File: src/rtl/mips_pkg.sv
// Shared MIPS definitions: opcodes, encoder FSM states and instruction format
// classes used by both the instruction encoder and the decoder.
package mips_pkg;

    localparam logic [5:0] OP_RTYPE = 6'b000000;
    localparam logic [5:0] OP_ADDI  = 6'b001000;
    localparam logic [5:0] OP_ANDI  = 6'b001100;
    localparam logic [5:0] OP_ORI   = 6'b001101;
    localparam logic [5:0] OP_XORI  = 6'b001110;
    localparam logic [5:0] OP_LW    = 6'b100011;
    localparam logic [5:0] OP_SW    = 6'b101011;
    localparam logic [5:0] OP_BEQ   = 6'b000100;
    localparam logic [5:0] OP_BNE   = 6'b000101;
    localparam logic [5:0] OP_LUI   = 6'b001111;
    localparam logic [5:0] OP_J     = 6'b000010;
    localparam logic [5:0] OP_JAL   = 6'b000011;

    typedef enum logic [1:0] {
        ST_IDLE,
        ST_LOAD,
        ST_DRAIN,
        ST_DONE
    } enc_state_e;

    typedef enum logic [1:0] {
        FMT_R,
        FMT_I,
        FMT_J,
        FMT_ILLEGAL
    } fmt_e;

    function automatic fmt_e op_format(input logic [5:0] op);
        fmt_e f;
        case (op)
            OP_RTYPE:                           f = FMT_R;
            OP_ADDI, OP_ANDI, OP_ORI, OP_XORI,
            OP_LW, OP_SW, OP_BEQ, OP_BNE,
            OP_LUI:                             f = FMT_I;
            OP_J, OP_JAL:                       f = FMT_J;
            default:                            f = FMT_ILLEGAL;
        endcase
        return f;
    endfunction

endpackage

File: src/rtl/sync_fifo.sv
// Single-clock FIFO with full/empty/count; push and pop may occur together.
module sync_fifo #(
    parameter int WIDTH = 32,
    parameter int DEPTH = 4
) (
    input  logic                     clk,
    input  logic                     rst,
    input  logic                     push,
    input  logic [WIDTH-1:0]         push_data,
    input  logic                     pop,
    output logic [WIDTH-1:0]         head,
    output logic                     full,
    output logic                     empty,
    output logic [$clog2(DEPTH):0]   count
);

    localparam int PW = $clog2(DEPTH);
    localparam int CW = PW + 1;

    logic [WIDTH-1:0] mem_q [DEPTH];
    logic [PW-1:0]    wr_ptr_q, wr_ptr_d;
    logic [PW-1:0]    rd_ptr_q, rd_ptr_d;
    logic [CW-1:0]    count_q, count_d;
    logic             do_push, do_pop;

    assign full  = (count_q == CW'(DEPTH));
    assign empty = (count_q == '0);
    assign count = count_q;
    assign head  = mem_q[rd_ptr_q];

    always_comb begin
        do_push  = push && !full;
        do_pop   = pop && !empty;
        wr_ptr_d = wr_ptr_q;
        rd_ptr_d = rd_ptr_q;
        count_d  = count_q;
        if (do_push) wr_ptr_d = wr_ptr_q + PW'(1);
        if (do_pop)  rd_ptr_d = rd_ptr_q + PW'(1);
        case ({do_push, do_pop})
            2'b10:   count_d = count_q + CW'(1);
            2'b01:   count_d = count_q - CW'(1);
            default: count_d = count_q;
        endcase
    end

    always_ff @(posedge clk) begin
        if (rst) begin
            wr_ptr_q <= '0;
            rd_ptr_q <= '0;
            count_q  <= '0;
        end else begin
            wr_ptr_q <= wr_ptr_d;
            rd_ptr_q <= rd_ptr_d;
            count_q  <= count_d;
        end
    end

    // Storage holds data only; validity is tracked by the pointers and count.
    always_ff @(posedge clk) begin
        if (do_push) mem_q[wr_ptr_q] <= push_data;
    end

endmodule

File: src/rtl/inst_encoder.sv
// Packs decoded MIPS field tuples into 32-bit words and streams them into
// instruction memory through a buffered, stallable write port.
module inst_encoder
    import mips_pkg::*;
#(
    parameter int ADDR_W     = 8,
    parameter int MEM_WORDS  = 256,
    parameter int FIFO_DEPTH = 4
) (
    input  logic              clk,
    input  logic              rst,
    input  logic              start,
    input  logic              finish,
    input  logic              in_valid,
    output logic              in_ready,
    input  logic [5:0]        opcode,
    input  logic [5:0]        func,
    input  logic [4:0]        rs,
    input  logic [4:0]        rt,
    input  logic [4:0]        rd,
    input  logic [4:0]        sa,
    input  logic [15:0]       immediate,
    input  logic [25:0]       address,
    output logic              mem_we,
    input  logic              mem_ready,
    output logic [ADDR_W-1:0] mem_addr,
    output logic [31:0]       mem_wdata,
    output logic              busy,
    output logic              done,
    output logic              err_illegal,
    output logic [ADDR_W:0]   words_written
);

    localparam int CW = $clog2(FIFO_DEPTH) + 1;
    localparam int SW = ADDR_W + 2;
    localparam logic [SW-1:0]     MEM_LIM  = SW'(MEM_WORDS);
    localparam logic [ADDR_W-1:0] ADDR_MAX = {ADDR_W{1'b1}};

    enc_state_e        state_q, state_d;
    logic [ADDR_W-1:0] addr_q, addr_d;
    logic [ADDR_W:0]   wcnt_q, wcnt_d;
    logic              err_q, err_d;

    logic              fifo_full, fifo_empty;
    logic [CW-1:0]     fifo_count;
    logic [31:0]       fifo_head;
    logic [31:0]       enc_word;
    fmt_e              fmt;
    logic              accept, push, pop;
    logic [SW-1:0]     occupancy;

    // Words already committed plus words still buffered bound further accepts.
    assign occupancy = SW'(wcnt_q) + SW'(fifo_count);

    always_comb begin
        fmt = op_format(opcode);
        case (fmt)
            FMT_R:   enc_word = {opcode, rs, rt, rd, sa, func};
            FMT_I:   enc_word = {opcode, rs, rt, immediate};
            FMT_J:   enc_word = {opcode, address};
            default: enc_word = 32'h0;
        endcase
    end

    assign in_ready = (state_q == ST_LOAD) && !fifo_full && (occupancy < MEM_LIM);
    assign accept   = in_valid && in_ready;
    assign push     = accept && (fmt != FMT_ILLEGAL);
    assign mem_we   = ((state_q == ST_LOAD) || (state_q == ST_DRAIN)) && !fifo_empty;
    assign pop      = mem_we && mem_ready;

    sync_fifo #(
        .WIDTH (32),
        .DEPTH (FIFO_DEPTH)
    ) u_fifo (
        .clk       (clk),
        .rst       (rst),
        .push      (push),
        .push_data (enc_word),
        .pop       (pop),
        .head      (fifo_head),
        .full      (fifo_full),
        .empty     (fifo_empty),
        .count     (fifo_count)
    );

    always_comb begin
        state_d = state_q;
        addr_d  = addr_q;
        wcnt_d  = wcnt_q;
        err_d   = err_q;
        if (pop) begin
            wcnt_d = wcnt_q + (ADDR_W+1)'(1);
            // Saturate rather than wrap when memory spans the full address space.
            if (addr_q != ADDR_MAX) addr_d = addr_q + ADDR_W'(1);
        end
        if (accept && (fmt == FMT_ILLEGAL)) err_d = 1'b1;
        case (state_q)
            ST_IDLE, ST_DONE: begin
                if (start) begin
                    state_d = ST_LOAD;
                    addr_d  = '0;
                    wcnt_d  = '0;
                    err_d   = 1'b0;
                end
            end
            ST_LOAD:  if (finish || (occupancy >= MEM_LIM)) state_d = ST_DRAIN;
            ST_DRAIN: if (fifo_empty) state_d = ST_DONE;
            default:  state_d = ST_IDLE;
        endcase
    end

    always_ff @(posedge clk) begin
        if (rst) begin
            state_q <= ST_IDLE;
            addr_q  <= '0;
            wcnt_q  <= '0;
            err_q   <= 1'b0;
        end else begin
            state_q <= state_d;
            addr_q  <= addr_d;
            wcnt_q  <= wcnt_d;
            err_q   <= err_d;
        end
    end

    assign mem_addr      = addr_q;
    assign mem_wdata     = mem_we ? fifo_head : 32'h0;
    assign busy          = (state_q == ST_LOAD) || (state_q == ST_DRAIN);
    assign done          = (state_q == ST_DONE);
    assign err_illegal   = err_q;
    assign words_written = wcnt_q;

endmodule

File: config.mk
export PLATFORM = sky130hd
export DESIGN_NAME = inst_encoder
export DESIGN_NICKNAME = d
export VERILOG_FILES = /design/src/rtl/mips_pkg.sv /design/src/rtl/sync_fifo.sv /design/src/rtl/inst_encoder.sv
export SDC_FILE = /design/constraint.sdc
export NUM_CORES = 1
export LEC_CHECK = 0
export CAP_MARGIN = 20
export CORE_MARGIN = 5
export CORE_UTILIZATION = 30
export CTS_BUF_LIST = sky130_fd_sc_hd__clkbuf_16
export CTS_CLUSTER_DIAMETER = 80
export DETAILED_ROUTE_END_ITERATION = 6
export PLACE_DENSITY_LB_ADDON = 0.25
export SYNTH_ARGS = -nofsm -noshare
export SYNTH_HDL_FRONTEND = slang
export SYNTH_HIERARCHICAL = 1
export SYNTH_SLANG_ARGS = --single-unit
export TNS_END_PERCENT = 100
File: constraint.sdc
create_clock -name clk -period 5.9 [get_ports clk]
set_input_delay 0.59 -clock clk [delete_from_list [all_inputs] [get_ports clk]]
set_output_delay 0.59 -clock clk [all_outputs]
set_load 0.01 [all_outputs]
==> results of run 1 <==
[critical path: stages]
cell             delay, ns
clkdlybuf4s50_1       0.63
nand2b_1              0.17
a21oi_1               0.08
a2111oi_2             0.35
buf_4                 0.20
and4_1                0.17
inv_1                 0.05
nor2_1                0.31
and2_2                0.84
[area by class of cell]
type                       instances  area share
tap                              319      0.0429
multi-input combinational        289       0.259
sequential                       157       0.476
clock inverter                    15      0.0187
clock buffer                      17      0.0458
timing repair buffer             137       0.146
inverter                          25      0.0109
[per-stage QoR]
step | std cells | util | power [mW] | hold slack (ns) | cell area (um^2)
after floorplan | 494 | - | 1.36 | 0.459 | 7090
after global placement | 927 | 0.373 | 1.49 | 0.450 | 8700
after detailed placement | 927 | 0.373 | 1.50 | 0.456 | 8700
after CTS | 959 | 0.398 | 2.60 | 0.468 | 9300
after global routing | 959 | 0.398 | 2.67 | 0.500 | 9300
final | 959 | 0.398 | 2.56 | 0.462 | 9300
[synth_stat cells, types with 3 or more instances]
master	number
clkbuf_1	10
nand2_1	22
nor2_1	22
nor3_1	5
nand4_1	3
buf_2	7
ha_1	12
mux4_2	30
xnor2_1	7
o31ai_1	12
nor3b_1	3
nand3_1	7
or3_1	6
buf_12	3
a22oi_1	16
o21ai_0	22
inv_1	24
a21oi_1	16
nand2b_1	21
dfxtp_1	29
and2_1	40
edfxtp_1	128
xor2_1	5
[kinds of logic (layout without fill, tap and decap cells)]
group,Yosys count,count (layout),synth area share
buf+inv,48,194,0.0368
xor+xnor,12,12,0.0149
mux,36,36,0.109
flops,157,157,0.625
other cells,1,4,0.000530
compound gates,79,79,0.0729
simple gates,145,145,0.117
fa+ha+maj,13,13,0.0240
[worst paths after layout]
| kind | end | depth (start not counted) |
|---|---|---|
| worst max-delay path | u_fifo/mem_q[1][5]$_DFFE_PP_ | 9 |
| worst max register to register | u_fifo/count[2]$_SDFFE_PP0P_ | 12 |
| worst min-delay path | err_illegal$_SDFF_PP0_ | 2 |
| worst min register to register | err_illegal$_SDFF_PP0_ | 2 |
[power breakdown]
group	internal, mW	leakage, nW	switching, mW
clock network	0.639	0.294	0.454
logic	0.128	1.34	0.121
registers	1.21	1.41	0.0100
total	1.98	3.05	0.585
[layer usage]
| layer | up-vias | wire, um |
|---|---|---|
| li1 | 2124 | - |
| met1 | 2166 | 6850 |
| met2 | 127 | 8180 |
| met3 | 17 | 996 |
| met4 | 0 | 279 |
| met5 | - | 0 |
[flip-flops by register name (all words and copies together), names as in the netlist, named ones only]
signal and count:
u_fifo/mem_q 128, words_written 9, mem_addr 8, u_fifo/count 3
state_q 2, u_fifo/rd_ptr_q 2, u_fifo/wr_ptr_q 2, err_illegal 1
==> summary.txt, run 1 <==
Run status
  • Status: finished clean

Yosys
  • Synth cell types: 54
  • Synth warn: 6
  • Synth async-reset ratio: 0
  • Yosys top cell by area: edfxtp_1
  • Share of the synthesized area in the top cell type: 0.543
  • EDFF count, synth: 128
  • Syn avg cell area: 14.4 um^2
  • Main synth FF type: edfxtp_1
  • Seq cells post-synth: 157
  • Mapped Cells: 491
  • Top area cells in the synthesized netlist: edfxtp_1, mux4_2, dfxtp_1
  • Synthesized cell area: 7080 um^2
  • Register area share after synthesis: 0.625

GRT
  • GR Layer Usage met3: 0.0356
  • Antenna violations before repair: 0
  • Tot GR Track Use: 0.124
  • GR peak layer: met2
  • Grt total ovfl: 0
  • GR Layer Usage met2: 0.214
  • Met1 usage: 0.149
  • Largest net degree at the start of global routing: 34
  • Vias in the first global route: 4,764
  • First-pass GRT wire length: 25,500 um

Place
  • Port Buf Inserts: 133
  • Gpl congestion: 0.775
  • Placed wire-length estimate: 11,000 um
  • Pre-CTS setup slack: 2.09 ns

CTS
  • CTS H-tree depth: 4
  • CTS tree: yes
  • Insertion delay to the later sink of the worst-skew pair: 0.42 ns
  • Clock-pin slew on the worst setup and hold paths: 0.07 ns
  • # clock sinks: 157
  • Post-CTS sizing: 0
  • Root Driver: clkbuf_16
  • Setup Fix Bufs, Post-CTS: 0
  • Cts hold-fix bufs: 0
  • Max clock buf depth: 2
  • Number of buffers created by CTS: 17

Pwr
  • Worst VDD drop: 0.177 mV
  • PD cells: 276 nW/um^2
  • Leak Pwr: 3.05 nW

Timing
  • Slew Viols, Final: 0
  • Worst-Margin Slew: 1.00 ns
  • Final worst slack: 2.52 ns
  • RSZ-0062 raised after global routing: no
  • Count of final hold-check violations: 0
  • Crit path time final: 3.38 ns
  • # setup viols final: 0
  • Fin Setup TNS: 0 ns
  • Tcrit/Tclk final: 0.573
  • Fmax: 296 MHz
  • Relative slew slack: 0.333
  • Setup Skew: 0.00923 ns

Cells and area
  • Area of the multi-input gates: 2410 um^2
  • Most common cell after layout, fill and taps aside: clkdlybuf4s50_1
  • Seq. cell area: 4430 um^2
  • Area delta synth->final: 31.4%
  • Layout cells sized above 1: 0.131
  • Most frequent cells in the layout: clkdlybuf4s50_1, edfxtp_1, and2_1
  • Layout net count: 720
  • Fillcell total: 2,159
  • Antenna Cells: 0

Detailed routing
  • Post-DRT Antenna Nets: 0
  • First-pass detailed-route iteration total: 4
  • 1st-iter DRT viols: 190
  • DR vias: 4,434
  • Number of vias per cell: 4.62
  • Routed WL: 16,300 um
  • # DRC: 0
  • WL/cell: 17.0 um

Worst setup path
  • Setup crit start: opcode[1]
  • Worst r2r src: state_q[0]$_SDFFE_PP0P_
  • Critical Path AT: 3.42 ns
  • CP endpoint kind: flop
  • Setup slack, reg-to-reg: 2.79 ns
  • Max FO, Critical Path: 32
  • CP Class: in -> reg
  • WP data required: 5.93 ns
  • Startpoint types: input port

Flow run
  • MaxCap Viol Count: 0

Floorplanning
  • Die Height: 164 um
  • Die ar.: 26,800 um^2
  • Initial Utilization: 0.303
  • Core Area: 23,300 um^2
  • Io pins: 134
  • Die Width: 164 um
  • # rows: 56

Hold path
  • Hold Crit Start: err_illegal$_SDFF_PP0_
  • Hold Path Class: reg -> reg
(Power assumes the default switching activity.)
==> run 2: changes to the inputs <==
clock period = 2.9 ns   (was 5.9 ns; I/O delays follow)
==> run 2 against run 1 <==
Clock power up 98%. Clock-buffer cell count unchanged. Combinational power up 120%. Non-clock buffer count up 31. Via count up 2.5%. First-iteration DRC count up 31%. Clock skew up 0.00097 ns. Global-route usage up 0.36 points. Utilization up 1.6 points. Sequential power up 100%. Critical path type is now reg -> reg. Largest cell class unchanged. Largest power group unchanged.
==> summary.txt, run 2 (same netlist as run 1, synthesis figures left out) <==
Pwr
  • Total power: 5.20 mW (was 2.56 mW)
  • Sw Ratio: 0.246 (was 0.228)
  • Worst VDD drop: 0.403 mV (was 0.177 mV)
  • Combinational Power Share: 0.105 (was 0.097)
  • Int Pwr: 3.92 mW (was 1.98 mW)
  • Sequential power share: 0.478 (was 0.477)
  • Clock share of power: 0.416 (was 0.426)
  • Leak Pwr: 3.24 nW (was 3.05 nW)
  • PD cells: 538 nW/um^2 (was 276 nW/um^2)
  • NetSw: 1.28 mW (was 0.585 mW)

CTS
  • # clock sinks: 157 (unchanged)
  • CTS H-tree depth: 4 (unchanged)
  • Root Driver: clkbuf_16 (unchanged)
  • Number of buffers created by CTS: 17 (unchanged)
  • Insertion delay to the later sink of the worst-skew pair: 0.42 ns (about the same)
  • Setup Fix Bufs, Post-CTS: 0 (unchanged)
  • Max clock buf depth: 2 (unchanged)
  • Clock-pin slew on the worst setup and hold paths: 0.07 ns (about the same)
  • CTS tree: yes (unchanged)

Detailed routing
  • WL/cell: 17.1 um (was 17.0 um)
  • # DRC: 0 (unchanged)
  • 1st-iter DRT viols: 249 (was 190)
  • Number of vias per cell: 4.59 (was 4.62)
  • Post-DRT Antenna Nets: 0 (unchanged)
  • Routed WL: 16,900 um (was 16,300 um)
  • DR vias: 4,543 (was 4,434)
  • First-pass detailed-route iteration total: 4 (unchanged)

Timing
  • Worst-Margin Slew: 0.760 ns (was 1.00 ns)
  • Fmax: 366 MHz
  • # setup viols final: 0 (unchanged)
  • Min Hold Slack: 0.476 ns (was 0.462 ns)
  • Fin Setup TNS: 0 ns (unchanged)
  • Setup Skew: 0.0102 ns (was 0.00923 ns)
  • Count of final hold-check violations: 0 (unchanged)
  • Final worst slack: 0.166 ns (was 2.52 ns)
  • Slew Viols, Final: 0 (unchanged)
  • Crit path time final: 2.73 ns
  • Tcrit/Tclk final: 0.943
  • RSZ-0062 raised after global routing: no (unchanged)
  • Relative slew slack: 0.493 (was 0.333)

Run status
  • Status: finished clean (unchanged)

Floorplanning
  • Initial Utilization: 0.303 (unchanged)
  • Core Area: 23,300 um^2 (unchanged)
  • Die ar.: 26,800 um^2 (unchanged)
  • # rows: 56 (unchanged)
  • Die Width: 164 um (unchanged)
  • Io pins: 134 (unchanged)
  • Die Height: 164 um (unchanged)

Place
  • Dpl cells: 958 (was 927)
  • Placed cell area: 9070 um^2 (was 8700 um^2)
  • Pre-CTS setup slack: -0.142 ns (was 2.09 ns)
  • Port Buf Inserts: 133 (unchanged)
  • Placed wire-length estimate: 12,100 um (was 11,000 um)
  • Gpl congestion: 0.777 (was 0.775)

GRT
  • First-pass GRT wire length: 26,500 um (was 25,500 um)
  • Vias in the first global route: 4,936 (was 4,764)
  • Tot GR Track Use: 0.128 (was 0.124)
  • Antenna violations before repair: 0 (unchanged)
  • Largest net degree at the start of global routing: 34 (unchanged)
  • GR peak layer: met2 (unchanged)
  • GR Layer Usage met2: 0.223 (was 0.214)
  • Grt total ovfl: 0 (unchanged)
  • Met1 usage: 0.157 (was 0.149)
  • GR Layer Usage met3: 0.0379 (was 0.0356)

Worst setup path
  • CP Cell Sequence: inv_1 > ha_1 > or3b_1 > inv_8 > o31ai_2 > inv_1 > ha_1 > inv_1 > fa_2 > xor2_1 > or3_1 > a21oi_2 (was clkdlybuf4s50_1 > nand2b_1 > a21oi_1 > a2111oi_2 > buf_4 > and4_1 > inv_1 > nor2_1 > and2_2)
  • Delay-heaviest family, CP: simple AND/OR/NAND/NOR gates (unchanged)
  • Max FO, Critical Path: 4 (was 32)
  • Most common cell on crit path: inv_1
  • CP endpoint kind: flop (unchanged)
  • CP Buf/Inv Count: 4 (was 3)
  • Worst stage delay on the critical path: 0.48 ns (was 0.84 ns)
  • CP Class: reg -> reg (was in -> reg)
  • Crit path max-delay cell type: or3b_1 (was and2_2)
  • WP data required: 3.24 ns (was 5.93 ns)
  • Critical Path AT: 3.07 ns (was 3.42 ns)
  • Startpoint types: flop (was input port)

Cells and area
  • Post-route design area: 9670 um^2 (was 9300 um^2)
  • Area delta synth->final: 36.6% (was 31.4%)
  • Most frequent cells in the layout: clkdlybuf4s50_1, edfxtp_1, and2_1 (unchanged)
  • Seq. cell area: 4430 um^2 (about the same)
  • Area of the multi-input gates: 2420 um^2 (was 2410 um^2)
  • Layout net count: 751 (was 720)
  • Max FFs per register: 128 (unchanged)
  • Antenna Cells: 0 (unchanged)
  • Most common cell after layout, fill and taps aside: clkdlybuf4s50_1 (unchanged)
  • Post-Route Utilization: 0.414 (was 0.398)
  • Finished Layout Cells: 990 (was 959)
  • Register with the most flip-flops: u_fifo/mem_q (unchanged)
  • Fillcell total: 2,116 (was 2,159)
  • Layout cells sized above 1: 0.179 (was 0.131)

Flow run
  • MaxCap Viol Count: 0 (unchanged)

Hold path
  • Hold Path Class: reg -> reg (unchanged)
run 2: timing repair:
action / 4_1_cts / 5_1_grt
gates resized for setup: 0 / 5
hold buffers: 0 / 0
setup endpoints to repair: 0 / 1
run 2: final cells by class:
type / instances / share of cell area
flip-flops and latches: 157 / 0.458
clock inverters: 15 / 0.0167
multi-input cells: 289 / 0.250
repair buffers: 168 / 0.179
clock buffers: 17 / 0.0440
inverters: 25 / 0.0105
well taps: 319 / 0.0413
run 2: power by group through the flow:
stage / combinational [mW] / clock, mW / sequential [mW]
finish: 0.546 / 2.16 / 2.49
global route: 0.593 / 2.35 / 2.49
detailed placement: 0.546 / 0 / 2.54
floorplan: 0.242 / 0 / 2.53
CTS: 0.551 / 2.23 / 2.49
global placement: 0.536 / 0 / 2.53
run 2: per-layer routing:
layer / part of all wire / vias to the layer above
met5: 0 / -
met4: 0.010 / 0
met3: 0.051 / 16
met2: 0.50 / 111
met1: 0.44 / 2227
li1: - / 2189
run 2: worst min-delay path: stages (launching register included):
cell and delay [ns]:
dfxtp_1 0.33, nand2_1 0.06, o31ai_1 0.05
run 2: final timing paths:
| check | cells past startpoint | end | startpoint | slack (ns) |
|---|---|---|---|---|
| max | 12 | u_fifo/count[2]$_SDFFE_PP0P_ | state_q[0]$_SDFFE_PP0P_ | 0.17 |
| min | 2 | err_illegal$_SDFF_PP0_ | err_illegal$_SDFF_PP0_ | 0.48 |
| max reg2reg | 12 | u_fifo/count[2]$_SDFFE_PP0P_ | state_q[0]$_SDFFE_PP0P_ | 0.17 |
| min reg2reg | 2 | err_illegal$_SDFF_PP0_ | err_illegal$_SDFF_PP0_ | 0.48 |
